<file path="config.mk">
export PLATFORM = sky130hd
export DESIGN_NAME = fifo_rd_master_flat
export DESIGN_NICKNAME = d
export VERILOG_FILES = /design/src/rtl/fifo_rd_master_if.sv /design/src/rtl/fifo_rd_master.sv /design/src/flat_wrapper.sv
export SDC_FILE = /design/constraint.sdc
export NUM_CORES = 1
export LEC_CHECK = 0
export BUFFER_PORTS_ARGS = -buffer_cell sky130_fd_sc_hd__clkbuf_2
export CORE_ASPECT_RATIO = 1.4
export CORE_MARGIN = 1
export CORE_UTILIZATION = 35
export DETAILED_ROUTE_END_ITERATION = 8
export SLEW_MARGIN = 20
export SYNTH_ARGS = -nofsm -noshare
export SYNTH_HDL_FRONTEND = slang
export SYNTH_SLANG_ARGS = --single-unit
</file>
<file path="constraint.sdc">
create_clock -name clk -period 5.73 [get_ports clk]
set_clock_uncertainty 0.2 [all_clocks]
set_input_delay 0.2865 -clock clk [delete_from_list [all_inputs] [get_ports clk]]
set_output_delay 0.2865 -clock clk [all_outputs]
set_load 0.005 [all_outputs]
</file>
<file path="src/rtl/fifo_rd_master_if.sv">
// Stream and FIFO read-port bundle for fifo_rd_master.
// The master modport is the controller's view; slave is the FIFO/consumer side.
interface fifo_rd_master_if #(
   parameter int FIFO_WIDTH = 16,
   parameter int LEN_W      = 8
);
   logic                  start;
   logic [LEN_W-1:0]      len;
   logic                  busy;
   logic                  done;
   logic                  fifo_empty;
   logic                  fifo_underflow;
   logic [FIFO_WIDTH-1:0] fifo_data_out;
   logic                  fifo_rd_en;
   logic                  m_valid;
   logic                  m_ready;
   logic [FIFO_WIDTH-1:0] m_data;
   logic                  err_underflow;

   modport master (
      input  start, len, fifo_empty, fifo_underflow, fifo_data_out, m_ready,
      output busy, done, fifo_rd_en, m_valid, m_data, err_underflow
   );

   modport slave (
      output start, len, fifo_empty, fifo_underflow, fifo_data_out, m_ready,
      input  busy, done, fifo_rd_en, m_valid, m_data, err_underflow
   );
endinterface

</file>
<file path="src/rtl/fifo_rd_master.sv">
// Burst read controller: pops LEN words from a registered-output FIFO and
// streams them through a 3-entry skid buffer onto a valid/ready interface.
module fifo_rd_master #(
   parameter int FIFO_WIDTH = 16,
   parameter int FIFO_DEPTH = 8,
   parameter int LEN_W      = 8
) (
   input logic              clk,
   input logic              rst,
   fifo_rd_master_if.master bus
);

   localparam logic [1:0] S_IDLE  = 2'd0;
   localparam logic [1:0] S_READ  = 2'd1;
   localparam logic [1:0] S_DRAIN = 2'd2;
   localparam logic [1:0] S_DONE  = 2'd3;

   // Outstanding words (buffered + in flight) must fit the 3 buffer slots;
   // a shallower FIFO can never supply more than its depth anyway.
   localparam int WINDOW = (FIFO_DEPTH < 3) ? FIFO_DEPTH : 3;

   logic [1:0]            state;
   logic [1:0]            state_nxt;
   logic [LEN_W-1:0]      issue_left;
   logic                  inflight;
   logic [1:0]            buf_count;
   logic [1:0]            buf_count_nxt;
   logic [1:0]            head;
   logic [1:0]            tail;
   logic [FIFO_WIDTH-1:0] buf_mem [3];
   logic [2:0]            occupancy;
   logic                  rd_en;
   logic                  capture;
   logic                  xfer;
   logic                  err_q;

   function automatic logic [1:0] ptr_inc(input logic [1:0] p);
      return (p == 2'd2) ? 2'd0 : p + 2'd1;
   endfunction

   // Issue depends only on registered state, so m_ready never reaches fifo_rd_en.
   assign occupancy = {1'b0, buf_count} + {2'b00, inflight};
   assign rd_en     = !rst && (state == S_READ) && !bus.fifo_empty &&
                      (issue_left != '0) && (occupancy < 3'(WINDOW));
   assign capture   = inflight;
   assign xfer      = (buf_count != 2'd0) && bus.m_ready;

   // NOTE: every combinational output gets a default first so no latch is inferred.
   always_comb begin
      buf_count_nxt = buf_count;
      if (capture && !xfer) begin
         buf_count_nxt = buf_count + 2'd1;
      end else if (!capture && xfer) begin
         buf_count_nxt = buf_count - 2'd1;
      end
   end

   always_comb begin
      state_nxt = state;
      case (state)
         S_IDLE: begin
            if (bus.start) begin
               state_nxt = (bus.len != '0) ? S_READ : S_DONE;
            end
         end
         S_READ: begin
            if (rd_en && (issue_left == LEN_W'(1))) begin
               state_nxt = S_DRAIN;
            end
         end
         S_DRAIN: begin
            if (!inflight && (buf_count_nxt == 2'd0)) begin
               state_nxt = S_DONE;
            end
         end
         default: state_nxt = S_IDLE;
      endcase
   end

   // NOTE: sequential state uses non-blocking assignments so every register
   // samples the pre-edge values regardless of statement order.
   always_ff @(posedge clk) begin
      if (rst) begin
         state      <= S_IDLE;
         issue_left <= '0;
         inflight   <= 1'b0;
         buf_count  <= 2'd0;
         head       <= 2'd0;
         tail       <= 2'd0;
         err_q      <= 1'b0;
      end else begin
         state     <= state_nxt;
         inflight  <= rd_en;
         buf_count <= buf_count_nxt;
         if ((state == S_IDLE) && bus.start && (bus.len != '0)) begin
            issue_left <= bus.len;
         end else if (rd_en) begin
            issue_left <= issue_left - LEN_W'(1);
         end
         if (capture) begin
            tail <= ptr_inc(tail);
         end
         if (xfer) begin
            head <= ptr_inc(head);
         end
         if (bus.fifo_underflow) begin
            err_q <= 1'b1;
         end
      end
   end

   // NOTE: buffer storage is not reset; buf_count qualifies every read of it.
   always_ff @(posedge clk) begin
      if (capture) begin
         buf_mem[tail] <= bus.fifo_data_out;
      end
   end

   assign bus.fifo_rd_en    = rd_en;
   assign bus.m_valid       = (buf_count != 2'd0);
   assign bus.m_data        = (buf_count != 2'd0) ? buf_mem[head] : '0;
   assign bus.busy          = (state == S_READ) || (state == S_DRAIN);
   assign bus.done          = (state == S_DONE);
   assign bus.err_underflow = err_q;

   cap_no_overflow: assert property (@(posedge clk) disable iff (rst)
      !(capture && (buf_count == 2'd3)));

endmodule
</file>
<file path="src/flat_wrapper.sv">
// flat-port wrapper written by rule: the top's interface ports become plain ports
module fifo_rd_master_flat 
#(
   parameter int FIFO_WIDTH = 16,
   parameter int FIFO_DEPTH = 8,
   parameter int LEN_W      = 8
)
  (clk, rst, bus_start, bus_len, bus_fifo_empty, bus_fifo_underflow, bus_fifo_data_out, bus_m_ready, bus_busy, bus_done, bus_fifo_rd_en, bus_m_valid, bus_m_data, bus_err_underflow);
  fifo_rd_master_if #(.FIFO_WIDTH(FIFO_WIDTH), .LEN_W(LEN_W)) bus_i ();
  input logic clk;
  input logic rst;
  input wire logic [$bits(bus_i.start)-1:0] bus_start;
  input wire logic [$bits(bus_i.len)-1:0] bus_len;
  input wire logic [$bits(bus_i.fifo_empty)-1:0] bus_fifo_empty;
  input wire logic [$bits(bus_i.fifo_underflow)-1:0] bus_fifo_underflow;
  input wire logic [$bits(bus_i.fifo_data_out)-1:0] bus_fifo_data_out;
  input wire logic [$bits(bus_i.m_ready)-1:0] bus_m_ready;
  output wire logic [$bits(bus_i.busy)-1:0] bus_busy;
  output wire logic [$bits(bus_i.done)-1:0] bus_done;
  output wire logic [$bits(bus_i.fifo_rd_en)-1:0] bus_fifo_rd_en;
  output wire logic [$bits(bus_i.m_valid)-1:0] bus_m_valid;
  output wire logic [$bits(bus_i.m_data)-1:0] bus_m_data;
  output wire logic [$bits(bus_i.err_underflow)-1:0] bus_err_underflow;
  assign bus_i.start = bus_start;
  assign bus_i.len = bus_len;
  assign bus_i.fifo_empty = bus_fifo_empty;
  assign bus_i.fifo_underflow = bus_fifo_underflow;
  assign bus_i.fifo_data_out = bus_fifo_data_out;
  assign bus_i.m_ready = bus_m_ready;
  assign bus_busy = bus_i.busy;
  assign bus_done = bus_i.done;
  assign bus_fifo_rd_en = bus_i.fifo_rd_en;
  assign bus_m_valid = bus_i.m_valid;
  assign bus_m_data = bus_i.m_data;
  assign bus_err_underflow = bus_i.err_underflow;
  fifo_rd_master #(.FIFO_WIDTH(FIFO_WIDTH), .FIFO_DEPTH(FIFO_DEPTH), .LEN_W(LEN_W)) u_core (.clk(clk), .rst(rst), .bus(bus_i));
endmodule
</file>
* Word-level counts from Yosys, hierarchy flattened
Memories as Yosys holds them, arrays and structs flattened. A register that Yosys moved wholly into a read port is not among the register bits.
Cells that the tools add are included.
W data, S select, Z words.
** Storage, ports and cells
- Bits in registers :: 18
- Memory bits (writable) :: 48
- Input bits :: 30
- Memories :: 1
** Operators by class
- Add/subtract/negate cells :: 6
- Magnitude comparators :: 1
- Eq/ne operators :: 9
- Muxes and demuxes :: 16
- Reductions and logical operators :: 23
** Memory list
- u_core.buf_mem :: depth 3, bits a word 16, rd ports 1, clocked after memory_dff 1, wr ports 1, RTL line fifo_rd_master.sv:30 : logic [FIFO_WIDTH-1:0] buf_mem [3];
** Operator list (count)
- $mux W2 :: 10
- $mux W16 :: 1
- $mux W8 :: 2
- $reduce_bool A8 Y1 :: 2
- $logic_and A1 B1 Y1 :: 11
- $eq A2 B2 Y1 const B :: 4
- $eq A8 B1 Y1 const B :: 1
- $sub A8 B1 Y8 const B :: 1
- $add A2 B1 Y2 const B :: 3
- $pmux W2 S3 :: 1
- $logic_not A1 Y1 :: 4
- $logic_not A2 Y1 :: 2
- $ne A2 B2 Y1 const B :: 2
- $reduce_bool A2 Y1 :: 2
- $add A2 B1 Y3 :: 1
- $lt A3 B2 Y1 const B :: 1
- $reduce_and A3 Y1 :: 1
- $eq A2 B1 Y1 const B :: 1
- $mux W1 :: 2
- $ne A2 B1 Y1 const B :: 1
- $sub A2 B1 Y2 const B :: 1
- $logic_or A1 B1 Y1 :: 1

* Longest topological paths before layout
Gate-level depths: netlist of run 1.
- Depth after elaboration :: 9
- Depth in mapped cells :: 8
- Depth with buffers taken out :: 7

* Worst setup path before layout of run 1
Ideal clock, no wire load.
- Path type :: register to register
- Start :: register u_core.inflight (netlist: u_core.capture)
- End :: memory u_core.buf_mem[0][0] (enable)
- Arrival :: 1854 ps
- Setup slack :: 3265 ps
- Stages on the path, launching flop included :: 4
- Path buffers :: 1
- Clock period less this slack :: 2465 ps
- Path through :: dfxtp_1 clkbuf_1 inv_1 nor3_1
** On the way
- Longest elaborated chain between the ends :: 2
** RTL lines
- start: declaration :: RTL line fifo_rd_master.sv:25 : logic inflight;
- start signal: assignment :: RTL line fifo_rd_master.sv:93 : inflight <= rd_en;
- $mux W1 :: RTL line fifo_rd_master.sv:114 : if (capture) begin
- $mux W1 (not written as such) :: RTL line fifo_rd_master.sv:115 : buf_mem[tail] <= bus.fifo_data_out;
- end: declaration :: RTL line fifo_rd_master.sv:30
No other way between the ends.

==> results of run 1 <==
## metrics by stage
step	cell area [µm²]	instances	hold slack, ps
CTS	3870	438	46.0
global placement	3390	402	289
floorplan	3040	260	185
global route	3870	438	64.9
finish	3870	438	61.7
detailed placement	3390	402	293
## sequential cells by signal (all words and copies together) (netlist names), named ones only
signal                    flops
u_core.tail                   2
u_core.head                   2
u_core.buf_mem               48
u_core.state                  2
u_core.issue_left             8
u_core.buf_count              2
u_core.bus.err_underflow      1
u_core.capture                1
## cell type report
cell class | instances | area [µm²] | share of cell area [%]
flip-flops and latches | 68 | 1840 | 47.6
multi-input cells | 165 | 1090 | 28.2
repair buffers | 73 | 473 | 12.2
clock buffers | 12 | 256 | 6.62
well taps | 102 | 128 | 3.30
inverters | 14 | 55.1 | 1.42
clock inverters | 4 | 25.0 | 0.646
## Yosys cell counts, types with 2 or more instances
cell type and instances:
a211oi_1 5, a21oi_1 21, a311oi_1 3, clkbuf_1 11
dfxtp_1 20, edfxtp_1 48, ha_1 10, inv_1 13
mux2_2 2, mux2i_1 19, nand2_1 9, nand2b_1 2
nand4_1 4, nand4b_1 2, nor2_1 53, nor3_1 4
nor4_1 4, o21ai_0 5, or3_1 2, xnor2_1 3
## cell usage in the layout, fill, tap and decap left out, drive strengths merged, types with 5 or more instances in the layout
master / n
dfxtp: 20
o21ai: 6
edfxtp: 48
inv: 14
ha: 10
clkbuf: 62
a211oi: 5
nand2: 9
nor2: 53
mux2i: 19
a21oi: 21
dlygate4sd3: 20
## cell families (layout without fill, tap and decap cells)
group           after synthesis  after routing
simple gates                 87             87
xor+xnor                      4              4
buf+inv                      27            103
fa+ha+maj                    10             10
compound gates               41             41
flops                        68             68
mux                          23             23
## critical path, stage by stage (launching register included)
cell and delay [ps]:
dfxtp_1 960, mux2i_1 270, nor2_1 60, a21oi_1 160, nor2_1 70, clkbuf_2 140
## metal layers
| metal | up-vias | track usage (%) | routed length [µm] |
|---|---|---|---|
| li1 | 1073 | - | - |
| met1 | 964 | 14.1 | 2280 |
| met2 | 58 | 25.9 | 3110 |
| met3 | 6 | 4.39 | 286 |
| met4 | 0 | 6.90 | 87 |
| met5 | - | 0 | 0 |
## final timing paths
path | from | slack [ps] | cells after the start | to
worst max register to register | u_core.buf_count[0] | 3290 | 6 | u_core.state[1]
worst min register to register | u_core.bus.err_underflow | 300 | 2 | u_core.bus.err_underflow
worst min-delay path | bus_len[0] | 60 | 3 | u_core.issue_left[0]
worst max-delay path | flop | 3240 | 5 | bus_m_data[0]
## power breakdown
part,total (mW),internal [mW],switching [mW]
registers,0.639,0.575,0.0638
logic,0.466,0.225,0.241
clock network,0.501,0.314,0.187
## repair_timing
| action | CTS | global route |
|---|---|---|
| endpoints found under the setup margin | 0 | 0 |
| setup buffers | 0 | 0 |
| hold buffers | 20 | 0 |
| hold endpoints to repair | 52 | 0 |
==> key figures, run 1 <==
Clock tree
  – Clock slew at the register clock pins of the worst setup and hold paths: 50 ps
  – Inserted Clock Buffers: 9
  – Clock H-tree levels: 3
  – Clock latency on the worst-skew pair: 320 ps
  – Clock tree sinks: 68
  – CTS tree: yes
  – Post-CTS sizing: 0
  – Clock tree buffer depth: 2
  – Master cell of the clock root buffer: clkbuf_16

Synthesis
  – Post-Synthesis Mean Instance Area: 11.7 µm²
  – Post-synth ARST share: 0%
  – Post-synthesis compound-gate area fraction: 8.74%
  – Top_reg_cell synth: edfxtp_1
  – Gate Count Post-Synth: 260
  – Post-synthesis sequential area ratio: 60.7%
  – Adder-cell area share of the yosys netlist: 4.12%
  – Total nets after synthesis: 300
  – Synth area leader: edfxtp_1
  – Post-synth cell types: 40
  – Number of warnings printed during yosys synthesis: 0
  – Xor/xnor share of the synthesized area: 1.15%
  – Simple-gate area share of the yosys netlist: 14.0%
  – Combined area of all synthesized cells: 3040 µm²
  – Multiplexer share of the synthesized area: 7.87%
  – Yosys reg bits: 68
  – Area share of the leading cell type in the synthesized netlist: 47.5%
  – Leading post-synthesis cells by cell area: edfxtp_1 (47%), dfxtp_1 (13%), nor2_1 (6.6%)
  – Largest family of logic cells by synthesized area: simple AND/OR/NAND/NOR gates
  – Number of synthesized flops with an enable pin: 48

Global route
  – Number of global-route vias before repair: 2082
  – Initial antenna violation count: 0
  – Global-route wire length before repair: 9440 µm
  – Global route overflow: 0
  – Overall routing resource usage: 14.2%
  – Maximum number of pins on one net before global-route repair: 33

Min path
  – Path category of the worst min-delay check: in -> reg

Routing
  – Via count normalized by instance count: 4.80
  – Post-DRT Antenna Nets: 0
  – Count of vias placed by the detailed router: 2101
  – First DRT Iteration DRCs: 81
  – Routed wirelength normalized by instance count: 13.2 µm
  – Routed WL: 5770 µm
  – Remaining design rule violation count: 0
  – Initial DRT Pass Iterations: 7

Setup path
  – Maximum fanout encountered on the critical timing path: 16
  – Crit. End Element: primary output
  – Worst EP arrival: 2000 ps
  – Worst Path Required: 5240 ps
  – Startpoint type of the worst setup path: flop
  – Startpoint-to-endpoint class of the critical path: reg -> out

Cells and area
  – Final Core Density: 46.7%
  – Ratio of cells with drive above 1 in the final layout: 23.2%
  – Area added between synthesis and finish: 27.6%
  – Diode count: 0
  – Post-layout nets: 371
  – Number of filler cells placed in the layout: 781

Power and ir drop
  – Ratio of total power to cell area: 415 nW/µm²
  – Maximum resistive drop on vdd: 0.198 mV
  – Leakage power of the design: 1.50 nW
  – Total Power: 1.61 mW

STA
  – Min cycle time layout: 2490 ps
  – Setup ws final: 3240 ps
  – Pins over their slew limit: 0
  – Setup-violating endpoint count in the final report: 0
  – Worst max-slew margin expressed relative to the limit: 29.8%
  – Setup repair after global routing missed its margin: false
  – Slew of the pin with the lowest slew margin: 1050 ps
  – Hold violation count in the final report: 0
  – Total negative slack for setup checks: 0 ps
  – Maximum clock frequency: 0.402 GHz
  – Period utilization: 43.4%

Floorplanning
  – Row count: 39
  – I/O pin total: 51
  – Die area: 9050 µm²
  – Core region area: 8300 µm²
  – Horiz. Die Dim: 80.7 µm
  – Overall die height: 112 µm
  – Initial core utilization: 36.6%

Placed design
  – Worst setup slack before clock tree synthesis: 3220 ps
  – Final weighted congestion of routability-driven global placement: 0.853
  – Number of I/O port buffers: 50
  – Placed wire-length estimate after detailed placement: 4010 µm

Flow run
  – Max_cap viols: 0

Status
  – Run status: completed
Note: power is estimated with default switching activity, not from simulation.
==> run 2, diff against run 1 <==
- clock period: 5.73 -> 2.1 ns (I/O delays scaled with it)
==> run 2 against run 1 <==
Compared with the run above:
- the flow now finishes with violations (setup timing)
- setup slack got worse by 3200 ps
- non-clock buffer count increased by 24
- via count increased by 7.7%
- sequential cell count unchanged
- clock power increased to 3.2 times the previous value
- critical endpoint is now bus_fifo_rd_en
==> key figures, run 2 (synthesis results as in run 1) <==
STA
  – Worst max-slew margin expressed relative to the limit: 75.0% (was 29.8%)
  – Period utilization: 100%
  – Hold violation count in the final report: 0 (unchanged)
  – Setup repair after global routing missed its margin: true (was false)
  – Maximum clock frequency: 0.476 GHz
  – Setup-violating endpoint count in the final report: 1 (was 0)
  – Setup ws final: -1.22 ps (was 3240 ps)
  – Min cycle time layout: 2100 ps
  – Slew of the pin with the lowest slew margin: 371 ps (was 1050 ps)
  – Pins over their slew limit: 0 (unchanged)

Routing
  – Routed wirelength normalized by instance count: 13.4 µm (was 13.2 µm)
  – Initial DRT Pass Iterations: 4 (was 7)
  – Post-DRT Antenna Nets: 0 (unchanged)
  – Remaining design rule violation count: 0 (unchanged)
  – Routed WL: 6190 µm (was 5770 µm)
  – First DRT Iteration DRCs: 93 (was 81)
  – Count of vias placed by the detailed router: 2263 (was 2101)
  – Via count normalized by instance count: 4.90 (was 4.80)

Cells and area
  – Post-layout nets: 395 (was 371)
  – Cell area after layout: 4170 µm² (was 3870 µm²)
  – Diode count: 0 (unchanged)
  – Largest register by flop count: u_core.buf_mem (unchanged)
  – Ratio of cells with drive above 1 in the final layout: 30.3% (was 23.2%)
  – Largest registers ranked by flip-flop count: u_core.buf_mem: 48 flops, u_core.issue_left: 8 flops (unchanged)
  – Leading cell type in the layout, fill and taps excluded: nor2_1 (unchanged)
  – Area added between synthesis and finish: 37.4% (was 27.6%)
  – Largest register FFs: 48 (unchanged)
  – Most frequent cells in the layout: nor2_1 (53), clkbuf_2 (50), edfxtp_1 (48) (unchanged)
  – Final Core Density: 50.3% (was 46.7%)

Floorplanning
  – Overall die height: 112 µm (unchanged)
  – Die area: 9050 µm² (unchanged)
  – I/O pin total: 51 (unchanged)
  – Initial core utilization: 36.6% (unchanged)
  – Core region area: 8300 µm² (unchanged)
  – Horiz. Die Dim: 80.7 µm (unchanged)
  – Row count: 39 (unchanged)

Status
  – Failing checks: setup timing
  – Run status: complete, but fails checks (was completed)

Global route
  – Overall routing resource usage: 14.9% (was 14.2%)
  – Global route overflow: 0 (unchanged)
  – Maximum number of pins on one net before global-route repair: 33 (unchanged)
  – Global-route wire length before repair: 10100 µm (was 9440 µm)
  – Initial antenna violation count: 0 (unchanged)
  – Number of global-route vias before repair: 2210 (was 2082)

Placed design
  – Placed wire-length estimate after detailed placement: 4140 µm (was 4010 µm)
  – Final weighted congestion of routability-driven global placement: 0.857 (was 0.853)
  – Number of I/O port buffers: 50 (unchanged)
  – Placed Area: 3500 µm² (was 3390 µm²)

Clock tree
  – Inserted Clock Buffers: 9 (unchanged)
  – Clock tree buffer depth: 2 (unchanged)
  – CTS tree: yes (unchanged)
  – Clock H-tree levels: 3 (unchanged)
  – Master cell of the clock root buffer: clkbuf_16 (unchanged)
  – Clock latency on the worst-skew pair: 320 ps (about the same)
  – Clock tree sinks: 68 (unchanged)
  – Clock slew at the register clock pins of the worst setup and hold paths: 50 ps (about the same)

Setup path
  – Startpoint-to-endpoint class of the critical path: reg -> out (unchanged)
  – Maximum fanout encountered on the critical timing path: 5 (was 16)
  – Crit. End Element: primary output (unchanged)
  – Worst EP arrival: 1800 ps (was 2000 ps)
  – R2r worst-path depth: 7 (was 6)
  – Worst Path Required: 1790 ps (was 5240 ps)
  – Startpoint type of the worst setup path: flop (unchanged)

Flow run
  – Max_cap viols: 0 (unchanged)

Power and ir drop
  – Leakage power of the design: 1.64 nW (was 1.50 nW)
  – Total Power: 4.87 mW (was 1.61 mW)
  – Ratio of total power to cell area: 1170 nW/µm² (was 415 nW/µm²)
  – Maximum resistive drop on vdd: 0.540 mV (was 0.198 mV)

Min path
  – Number of cells on the worst hold path: 5 (was 3)
  – Path category of the worst min-delay check: in -> reg (unchanged)
## run 2: cell count changes in the layout (fill, tap and decap cells not counted), sizes merged
cell,previous run,this run
buf,3,22
clkinv,2,1
clkinvlp,2,1
dlygate4sd3,20,25
bufinv,0,2
## run 2: worst max-delay path, cell delays in order (launching register included)
cell and delay, ps:
dfxtp_2 320, inv_2 70, ha_4 130, or4b_4 480, o211ai_4 270, inv_4 80, clkbuf_2 120
## run 2: power breakdown
| group | switching [mW] | internal [mW] | leakage (nW) |
|---|---|---|---|
| clock network | 0.499 | 1.10 | 0.159 |
| logic | 0.804 | 0.776 | 0.884 |
| registers | 0.118 | 1.57 | 0.598 |
## run 2: layout make-up
cell class	instances	area [µm²]
Clock buffer	12	256
Clock inverter	4	72.6
Fill cell	759	4130
Inverter	14	55.1
Multi-Input combinational cell	165	1150
Sequential cell	68	1850
Tap cell	102	128
Timing Repair Buffer	97	666
## run 2: per-layer routing
metal  track usage (%)  vias to the layer above  routed length (µm)
met1              15.7                     1050                2460
li1                  -                     1130                   -
met2              26.4                       72                3260
met3              4.55                       11                 346
met4              7.26                        0                 125
met5                 0                        -                   0
## run 2: worst paths after layout
kind | startpoint | to | slack, ps
hold reg to reg | u_core.bus.err_underflow | u_core.bus.err_underflow | 270
setup / recovery | u_core.issue_left[1] | bus_fifo_rd_en | -1
setup reg to reg | u_core.capture | u_core.issue_left[2] | 40
hold / removal | bus_start | u_core.issue_left[3] | 30
## run 2: through the flow
stage | std cells | worst slack (ps) | TNS (ps) | hold slack, ps
5_1_grt | 462 | -79.3 | -211 | 60.5
3_3_place_gp | 413 | 46.9 | 0 | 109
2_1_floorplan | 260 | -32.5 | -32.5 | 3.87
3_5_place_dp | 413 | 10.8 | 0 | 113
6_report | 462 | -1.22 | -1.22 | 32.2
4_1_cts | 460 | -18.8 | -18.8 | 2.01
## run 2: repair_timing
action,in CTS,in global routing
pin swaps,3,3
resized for setup,7,4
buffers inserted,6,2
hold buffers,25,0
endpoints found under the hold margin,57,0
setup endpoints to repair,3,9
